===== src/rtl/mbe_mul_pipe_if.sv =====
// mbe_mul_pipe_if
//   Operand and result channels of the Booth multiplier engine.
//
//   Handshake rule (both channels): a transfer happens on a rising clk edge
//   where valid && ready are both 1. While valid is high and ready is low the
//   producer holds its payload unchanged. Ready is never derived from valid of
//   the same channel, so there is no combinational loop through the handshake.
//
//   Signals
//     in_valid / in_ready          operand channel handshake
//     in_a, in_b                   multiplicand / multiplier (WIDTH)
//     in_signed                    1: two's complement operands, 0: unsigned
//     in_tag                       tag returned with the result (TAG_W)
//     out_valid / out_ready        result channel handshake
//     out_p                        exact product (2*WIDTH)
//     out_tag                      tag of the result at the FIFO head
//
//   Modports
//     master : operand source + result consumer (stimulus side)
//     slave  : the engine
interface mbe_mul_pipe_if #(
  parameter int WIDTH = 16,
  parameter int TAG_W = 4
);
  logic               in_valid;
  logic               in_ready;
  logic [WIDTH-1:0]   in_a;
  logic [WIDTH-1:0]   in_b;
  logic               in_signed;
  logic [TAG_W-1:0]   in_tag;
  logic               out_valid;
  logic               out_ready;
  logic [2*WIDTH-1:0] out_p;
  logic [TAG_W-1:0]   out_tag;

  modport master (
    output in_valid, in_a, in_b, in_signed, in_tag, out_ready,
    input  in_ready, out_valid, out_p, out_tag
  );

  modport slave (
    input  in_valid, in_a, in_b, in_signed, in_tag, out_ready,
    output in_ready, out_valid, out_p, out_tag
  );
endinterface


===== src/rtl/mbe_mul_pipe.sv =====
// mbe_mul_pipe
//   Pipelined radix-4 modified-Booth multiplier with a credit-protected
//   output FIFO. Each accepted operation is captured into stage 1, the product
//   is formed from stage 1 and carried through STAGES-1 further registers, and
//   it is written into the FIFO STAGES edges after acceptance.
//
//   Ports
//     clk        rising-edge clock
//     rst        asynchronous reset, active low
//     bus        mbe_mul_pipe_if.slave (operand and result channels)
//     busy       any operation in flight or buffered
//     dbg_state  controller state (0 = INIT, 1 = RUN)
//
//   Flow control: credit counts operations in the pipe plus entries in the
//   FIFO. New operations are accepted only while credit < OUT_DEPTH, so every
//   accepted operation already owns a FIFO slot and the pipe never stalls.
module mbe_mul_pipe #(
  parameter int WIDTH     = 16,
  parameter int STAGES    = 3,
  parameter int OUT_DEPTH = 5,
  parameter int TAG_W     = 4
) (
  input  logic              clk,
  input  logic              rst,
  mbe_mul_pipe_if.slave     bus,
  output logic              busy,
  output logic              dbg_state
);

  localparam int PW = 2 * WIDTH;
  localparam int EW = WIDTH + 2;
  localparam int CW = $clog2(OUT_DEPTH + 1);
  localparam int AW = (OUT_DEPTH > 1) ? $clog2(OUT_DEPTH) : 1;

  // ---------------------------------------------------------------- control
  typedef enum logic {S_INIT = 1'b0, S_RUN = 1'b1} state_t;

  state_t state;
  state_t state_nxt;

  always_ff @(posedge clk or negedge rst) begin
    if (!rst) state <= S_INIT;
    else      state <= state_nxt;
  end

  always_comb begin
    state_nxt = state;
    case (state)
      S_INIT:  state_nxt = S_RUN;
      S_RUN:   state_nxt = S_RUN;
      default: state_nxt = S_INIT;
    endcase
  end

  assign dbg_state = state;

  logic [CW-1:0] credit;
  logic          accept;
  logic          pop;
  logic [CW-1:0] count;

  // Ready depends only on registered state, never on in_valid.
  assign bus.in_ready = (state == S_RUN) && (credit < CW'(OUT_DEPTH));
  assign accept       = bus.in_valid && bus.in_ready;
  assign bus.out_valid = (count != '0);
  assign pop          = bus.out_valid && bus.out_ready;

  always_ff @(posedge clk or negedge rst) begin
    if (!rst) begin
      credit <= '0;
    end else begin
      case ({accept, pop})
        2'b10:   credit <= credit + 1'b1;
        2'b01:   credit <= credit - 1'b1;
        default: credit <= credit;
      endcase
    end
  end

  assign busy = (credit != '0);

  // ------------------------------------------------------------- arithmetic
  // Operands arrive already extended to EW bits, so a signed Booth recode of
  // the extended value gives the exact product for both modes. The two extra
  // bits keep unsigned operands positive and make the digit count whole.
  function automatic logic [PW-1:0] booth_mul(input logic [EW-1:0] a,
                                              input logic [EW-1:0] b);
    logic [2*EW-1:0] acc;
    logic [2*EW-1:0] a_sx;
    logic [2*EW-1:0] pp;
    logic [EW:0]     bx;
    logic [2:0]      grp;
    acc  = '0;
    a_sx = {{EW{a[EW-1]}}, a};
    bx   = {b, 1'b0};
    for (int i = 0; i < EW / 2; i++) begin
      grp = bx[2*i +: 3];
      case (grp)
        3'b001, 3'b010: pp = a_sx;
        3'b011:         pp = a_sx << 1;
        3'b100:         pp = -(a_sx << 1);
        3'b101, 3'b110: pp = -a_sx;
        default:        pp = '0;
      endcase
      acc = acc + (pp << (2 * i));
    end
    return acc[PW-1:0];
  endfunction

  // ---------------------------------------------------------------- stage 1
  logic             v1;
  logic [EW-1:0]    a1;
  logic [EW-1:0]    b1;
  logic [TAG_W-1:0] t1;
  logic [PW-1:0]    p1;

  always_ff @(posedge clk or negedge rst) begin
    if (!rst) v1 <= 1'b0;
    else      v1 <= accept;
  end

  always_ff @(posedge clk) begin
    if (accept) begin
      a1 <= bus.in_signed ? {{2{bus.in_a[WIDTH-1]}}, bus.in_a} : {2'b00, bus.in_a};
      b1 <= bus.in_signed ? {{2{bus.in_b[WIDTH-1]}}, bus.in_b} : {2'b00, bus.in_b};
      t1 <= bus.in_tag;
    end
  end

  assign p1 = booth_mul(a1, b1);

  // ------------------------------------------------- stages 2..STAGES
  logic             wr_v;
  logic [PW-1:0]    wr_p;
  logic [TAG_W-1:0] wr_t;

  if (STAGES == 1) begin : g_one_stage
    assign wr_v = v1;
    assign wr_p = p1;
    assign wr_t = t1;
  end else begin : g_multi_stage
    logic             v_d [1:STAGES-1];
    logic [PW-1:0]    p_d [1:STAGES-1];
    logic [TAG_W-1:0] t_d [1:STAGES-1];

    // Valid bits shift every cycle; bubbles simply travel as v=0.
    always_ff @(posedge clk or negedge rst) begin
      if (!rst) begin
        for (int i = 1; i < STAGES; i++) v_d[i] <= 1'b0;
      end else begin
        v_d[1] <= v1;
        for (int i = 2; i < STAGES; i++) v_d[i] <= v_d[i-1];
      end
    end

    always_ff @(posedge clk) begin
      if (v1) begin
        p_d[1] <= p1;
        t_d[1] <= t1;
      end
      for (int i = 2; i < STAGES; i++) begin
        if (v_d[i-1]) begin
          p_d[i] <= p_d[i-1];
          t_d[i] <= t_d[i-1];
        end
      end
    end

    assign wr_v = v_d[STAGES-1];
    assign wr_p = p_d[STAGES-1];
    assign wr_t = t_d[STAGES-1];
  end

  // ------------------------------------------------------------ output FIFO
  logic [PW-1:0]    mem_p [OUT_DEPTH];
  logic [TAG_W-1:0] mem_t [OUT_DEPTH];
  logic [AW-1:0]    wr_ptr;
  logic [AW-1:0]    rd_ptr;

  function automatic logic [AW-1:0] ptr_inc(input logic [AW-1:0] p);
    return (p == AW'(OUT_DEPTH - 1)) ? '0 : p + 1'b1;
  endfunction

  always_ff @(posedge clk) begin
    if (wr_v) begin
      mem_p[wr_ptr] <= wr_p;
      mem_t[wr_ptr] <= wr_t;
    end
  end

  always_ff @(posedge clk or negedge rst) begin
    if (!rst) begin
      wr_ptr <= '0;
      rd_ptr <= '0;
      count  <= '0;
    end else begin
      if (wr_v) wr_ptr <= ptr_inc(wr_ptr);
      if (pop)  rd_ptr <= ptr_inc(rd_ptr);
      case ({wr_v, pop})
        2'b10:   count <= count + 1'b1;
        2'b01:   count <= count - 1'b1;
        default: count <= count;
      endcase
    end
  end

  // Head is forced to zero when empty so stale storage never shows.
  assign bus.out_p   = bus.out_valid ? mem_p[rd_ptr] : '0;
  assign bus.out_tag = bus.out_valid ? mem_t[rd_ptr] : '0;

  a_no_overflow : assert property (@(posedge clk) disable iff (!rst)
    !(wr_v && (count == CW'(OUT_DEPTH)) && !pop));

endmodule


===== src/flat_wrapper.sv =====
// flat-port wrapper written by rule: the top's interface ports become plain ports
module mbe_mul_pipe_flat 
#(
  parameter int WIDTH     = 16,
  parameter int STAGES    = 3,
  parameter int OUT_DEPTH = 5,
  parameter int TAG_W     = 4
)
  (clk, rst, busy, dbg_state, bus_in_valid, bus_in_a, bus_in_b, bus_in_signed, bus_in_tag, bus_out_ready, bus_in_ready, bus_out_valid, bus_out_p, bus_out_tag);
  mbe_mul_pipe_if #(.WIDTH(WIDTH), .TAG_W(TAG_W)) bus_i ();
  input  logic clk;
  input  logic rst;
  output logic busy;
  output logic dbg_state;
  input wire logic [$bits(bus_i.in_valid)-1:0] bus_in_valid;
  input wire logic [$bits(bus_i.in_a)-1:0] bus_in_a;
  input wire logic [$bits(bus_i.in_b)-1:0] bus_in_b;
  input wire logic [$bits(bus_i.in_signed)-1:0] bus_in_signed;
  input wire logic [$bits(bus_i.in_tag)-1:0] bus_in_tag;
  input wire logic [$bits(bus_i.out_ready)-1:0] bus_out_ready;
  output wire logic [$bits(bus_i.in_ready)-1:0] bus_in_ready;
  output wire logic [$bits(bus_i.out_valid)-1:0] bus_out_valid;
  output wire logic [$bits(bus_i.out_p)-1:0] bus_out_p;
  output wire logic [$bits(bus_i.out_tag)-1:0] bus_out_tag;
  assign bus_i.in_valid = bus_in_valid;
  assign bus_i.in_a = bus_in_a;
  assign bus_i.in_b = bus_in_b;
  assign bus_i.in_signed = bus_in_signed;
  assign bus_i.in_tag = bus_in_tag;
  assign bus_i.out_ready = bus_out_ready;
  assign bus_in_ready = bus_i.in_ready;
  assign bus_out_valid = bus_i.out_valid;
  assign bus_out_p = bus_i.out_p;
  assign bus_out_tag = bus_i.out_tag;
  mbe_mul_pipe #(.WIDTH(WIDTH), .STAGES(STAGES), .OUT_DEPTH(OUT_DEPTH), .TAG_W(TAG_W)) u_core (.clk(clk), .rst(rst), .bus(bus_i), .busy(busy), .dbg_state(dbg_state));
endmodule

===== config.mk =====
export PLATFORM = sky130hd
export DESIGN_NAME = mbe_mul_pipe_flat
export DESIGN_NICKNAME = d
export VERILOG_FILES = /design/src/rtl/mbe_mul_pipe_if.sv /design/src/rtl/mbe_mul_pipe.sv /design/src/flat_wrapper.sv
export SDC_FILE = /design/constraint.sdc
export NUM_CORES = 1
export LEC_CHECK = 0
export ABC_AREA = 1
export CAP_MARGIN = 5
export CORE_MARGIN = 2
export CORE_UTILIZATION = 39
export CTS_BUF_LIST = sky130_fd_sc_hd__clkbuf_8
export CTS_CLUSTER_DIAMETER = 40
export DETAILED_ROUTE_END_ITERATION = 7
export PLACE_DENSITY_LB_ADDON = 0.08
export SLEW_MARGIN = 20
export SYNTH_ARGS = -nofsm -noshare
export SYNTH_HDL_FRONTEND = slang
export SYNTH_SLANG_ARGS = --single-unit

===== constraint.sdc =====
create_clock -name clk -period 11.7 [get_ports clk]
set_input_delay 1.17 -clock clk [delete_from_list [all_inputs] [get_ports clk]]
set_output_delay 1.17 -clock clk [all_outputs]
set_load 0.02 [all_outputs]

==> flow_summary.toml <==
[cells_and_area]
final_net_count = 2387
fill_cells = 5013
area_growth_pct = 12.7
final_layout_size_suffix_gt1_share_pct = 7.87

[grt]
grtUsageTotal_pct = 24.2
grt_remaining_overflow = 0
grt_max_degree = 76
grt_pass1_vias = 15900
antenna_found_initial = 1
grt_pass1_wl_um = 98100

[logic_synthesis]
netlist.area_leader.share_pct = 42.6
synth.area.top_cells = "edfxtp_1 43%, fa_1 14%, inv_1 5.8%, o21ai_0 5.3%, nor2_1 4.1%"
synth_edf_count = 290
syn_nets = 2323
synth_seq_cells = 306
synth.yosys.seq_area_share_pct = 44.5
synthTopCellsByCount = "317 x inv_1, 290 x edfxtp_1, 226 x nor2_1"
yosysUniqueCellTypes = 52
yosys_warnings = 0
yosysTopAreaCell = "edfxtp_1"
yosysMostFrequentCell = "inv_1"
avgSynthCellArea_um2 = 9.85
syn_inst = 2076
ys_dominant_reg_cell = "edfxtp_1"
synthesis.area_um2 = 20400
ys_async_sr_fraction_pct = 5.23

[sta]
tns_ns = 0
worst_pin_slew_ns = 1.19
timing.fmax_mhz = 137
fin_crit_sh_pct = 62.3
period_minus_slack_ns = 7.29
hold_viol_final = 0
fin_skew_ns = 0.0322
setup_viol_count_final = 0
relSlewSlack_pct = 20.1
drv_slew = 0
rsz0062_at_grt = "false"

[hold_path]
hp-class = "flip-flop to flip-flop"

[clock_tree]
post-cts-setup-buffers = 0
clkSinkCount = 306
cts_buffer_depth = 3
cts-root-buf = "clkbuf_8"
clk-insertion-delay-late_ns = 0.65
cts-htree-levels = 2
cts_tree = "done"
hold_buffers = 0
path_clk_slew_ns = 0.06
numCtsBuffers = 54
cts_resized = 0

[setup_path]
critPathCaptureType = "flip-flop"
path_max_fanout = 15
critPathLaunchType = "flip-flop"
criticalPathCategory = "flip-flop to flip-flop"
worst-endpoint-arrival_ns = 7.69
required_ns = 12.10

[route]
drt_iter0_markers = 1320
wl_met2_um = 31600
routed_via_density = 5.49
vias = 15800
avgRoutedWirePerCell_um = 22.5
top_layer = "met4"
postRouteAntennaNets = 0
m1WireLength_um = 26400
drt-total-wl_um = 64600
firstDrtPassIters = 7
drc = 0
wl_met3_um = 3370

[floorplan]
core_area_um2 = 51600
start_util_pct = 39.6
num_rows = 83
fp.dieW_um = 233
die_area_um2 = 54300
io_pins = 81
die_h_um = 233

[placement]
gp_congestion = 0.968
place.detailed.hpwl_um = 46000
port_buffers = 80

[outcome]
status = "finished, final reports clean"

[flow_run]
drv_cap = 0
==> registers in the layout (all words and copies together) (netlist names) <==
signal,count
u_core.dbg_state,1
u_core.g_multi_stage.p_d,64
u_core.rd_ptr,3
u_core.mem_t,20
u_core.mem_p,160
u_core.t1,4
u_core.credit,3
u_core.g_multi_stage.v_d,1
u_core.b1,17
u_core.g_multi_stage.t_d,8
u_core.a1,17
u_core.wr_v,1
u_core.v1,1
u_core.wr_ptr,3
u_core.count,3
==> layout make-up <==
type                       count  area [um2]  area share, %
antenna                        1        2.50         0.0109
clock buffer                  60         826           3.58
clock inverter                42         274           1.19
inverter                     339        1280           5.55
multi-input combinational   1331        9690           42.1
sequential                   306        9110           39.5
tap                          680         851           3.69
timing repair buffer         108        1010           4.39
==> worst paths after layout <==
kind / end / slack, ns / cells past startpoint / start
max: u_core.g_multi_stage.p_d[1][29] / 4.41 / 27 / u_core.a1[1]
min: u_core.g_multi_stage.p_d[2][10] / 0.41 / 0 / u_core.g_multi_stage.p_d[1][10]
max reg2reg: u_core.g_multi_stage.p_d[1][29] / 4.41 / 27 / u_core.a1[1]
min reg2reg: u_core.g_multi_stage.p_d[2][10] / 0.41 / 0 / u_core.g_multi_stage.p_d[1][10]
max in group asynchronous: u_core.rd_ptr[0] / 10.16 / 1 / rst
min in group asynchronous: u_core.count[0] / 0.99 / 1 / rst
==> logic make-up (layout without fill, tap and decap cells) <==
logic type	count (synthesis)	after routing	share of synthesized area (%)
flip-flops	306	306	44.5
AO/OA/AOI/OAI	555	555	15.8
adder cells (fa/ha/maj)	206	206	18.0
buffers and inverters	439	549	8.24
AND/OR/NAND/NOR	536	536	12.0
other	1	2	0.0183
XOR/XNOR	33	33	1.41
==> cell usage in the layout, fill, tap and decap left out, types with 3 or more instances in the layout <==
| master | count |
|---|---|
| a21oi_1 | 127 |
| a221oi_1 | 43 |
| buf_4 | 28 |
| bufinv_16 | 3 |
| clkbuf_8 | 60 |
| clkdlybuf4s50_1 | 80 |
| clkinv_1 | 23 |
| clkinv_2 | 3 |
| dfrtp_1 | 14 |
| edfxtp_1 | 290 |
| fa_1 | 147 |
| ha_1 | 59 |
| inv_1 | 333 |
| inv_2 | 12 |
| inv_4 | 3 |
| nand2_1 | 186 |
| nand2_2 | 7 |
| nand2_8 | 3 |
| nand3_1 | 48 |
| nand3_2 | 10 |
| nand3_4 | 3 |
| nand4_1 | 10 |
| nor2_1 | 222 |
| nor2_2 | 7 |
| nor2_4 | 12 |
| nor3_1 | 13 |
| o2111ai_1 | 4 |
| o211ai_1 | 3 |
| o21ai_0 | 215 |
| o221ai_1 | 17 |
| o22ai_1 | 132 |
| or2_2 | 5 |
| xnor2_1 | 13 |
| xor2_1 | 20 |
==> metrics by stage <==
stage          area, um2  cells  setup slack [ns]  utilization, %  hold slack [ns]
3_5_place_dp       21900   2764              4.60            42.5            0.405
5_1_grt            23000   2867              4.03            44.7            0.420
2_1_floorplan      20400   2076              5.70               -            0.400
4_1_cts            23000   2866              4.57            44.7            0.408
3_3_place_gp       21900   2764              4.77            42.5            0.402
6_report           23000   2867              4.41            44.7            0.409
==> layer usage <==
metal,track usage [%],vias to the layer above
met2,41.7,595
met3,3.58,167
met1,29.7,7706
met4,11.6,0
met5,0,-
li1,-,7283
==> critical path: stages, from the launching register on <==
cell      delay [ns]
edfxtp_1        0.52
inv_1           0.40
ha_1            0.31
inv_1           0.06
nor2_1          0.18
nand3_1         0.22
nor2_1          0.21
nand4_1         0.13
nand2_1         0.53
inv_1           0.22
a21oi_1         0.16
o21ai_0         0.13
fa_1            0.64
fa_1            0.46
fa_1            0.56
inv_1           0.06
fa_1            0.56
inv_1           0.05
ha_1            0.35
nand2_1         0.12
nor4_1          0.42
nand4_1         0.15
nand3_1         0.18
nand3_1         0.09
nand2_1         0.10
nand3_1         0.07
nand2_1         0.08
xor2_1          0.06
Power is left out: the tool's default activity adds up to more than one toggle a clock period on the data nets, which glitch-free logic cannot reach.
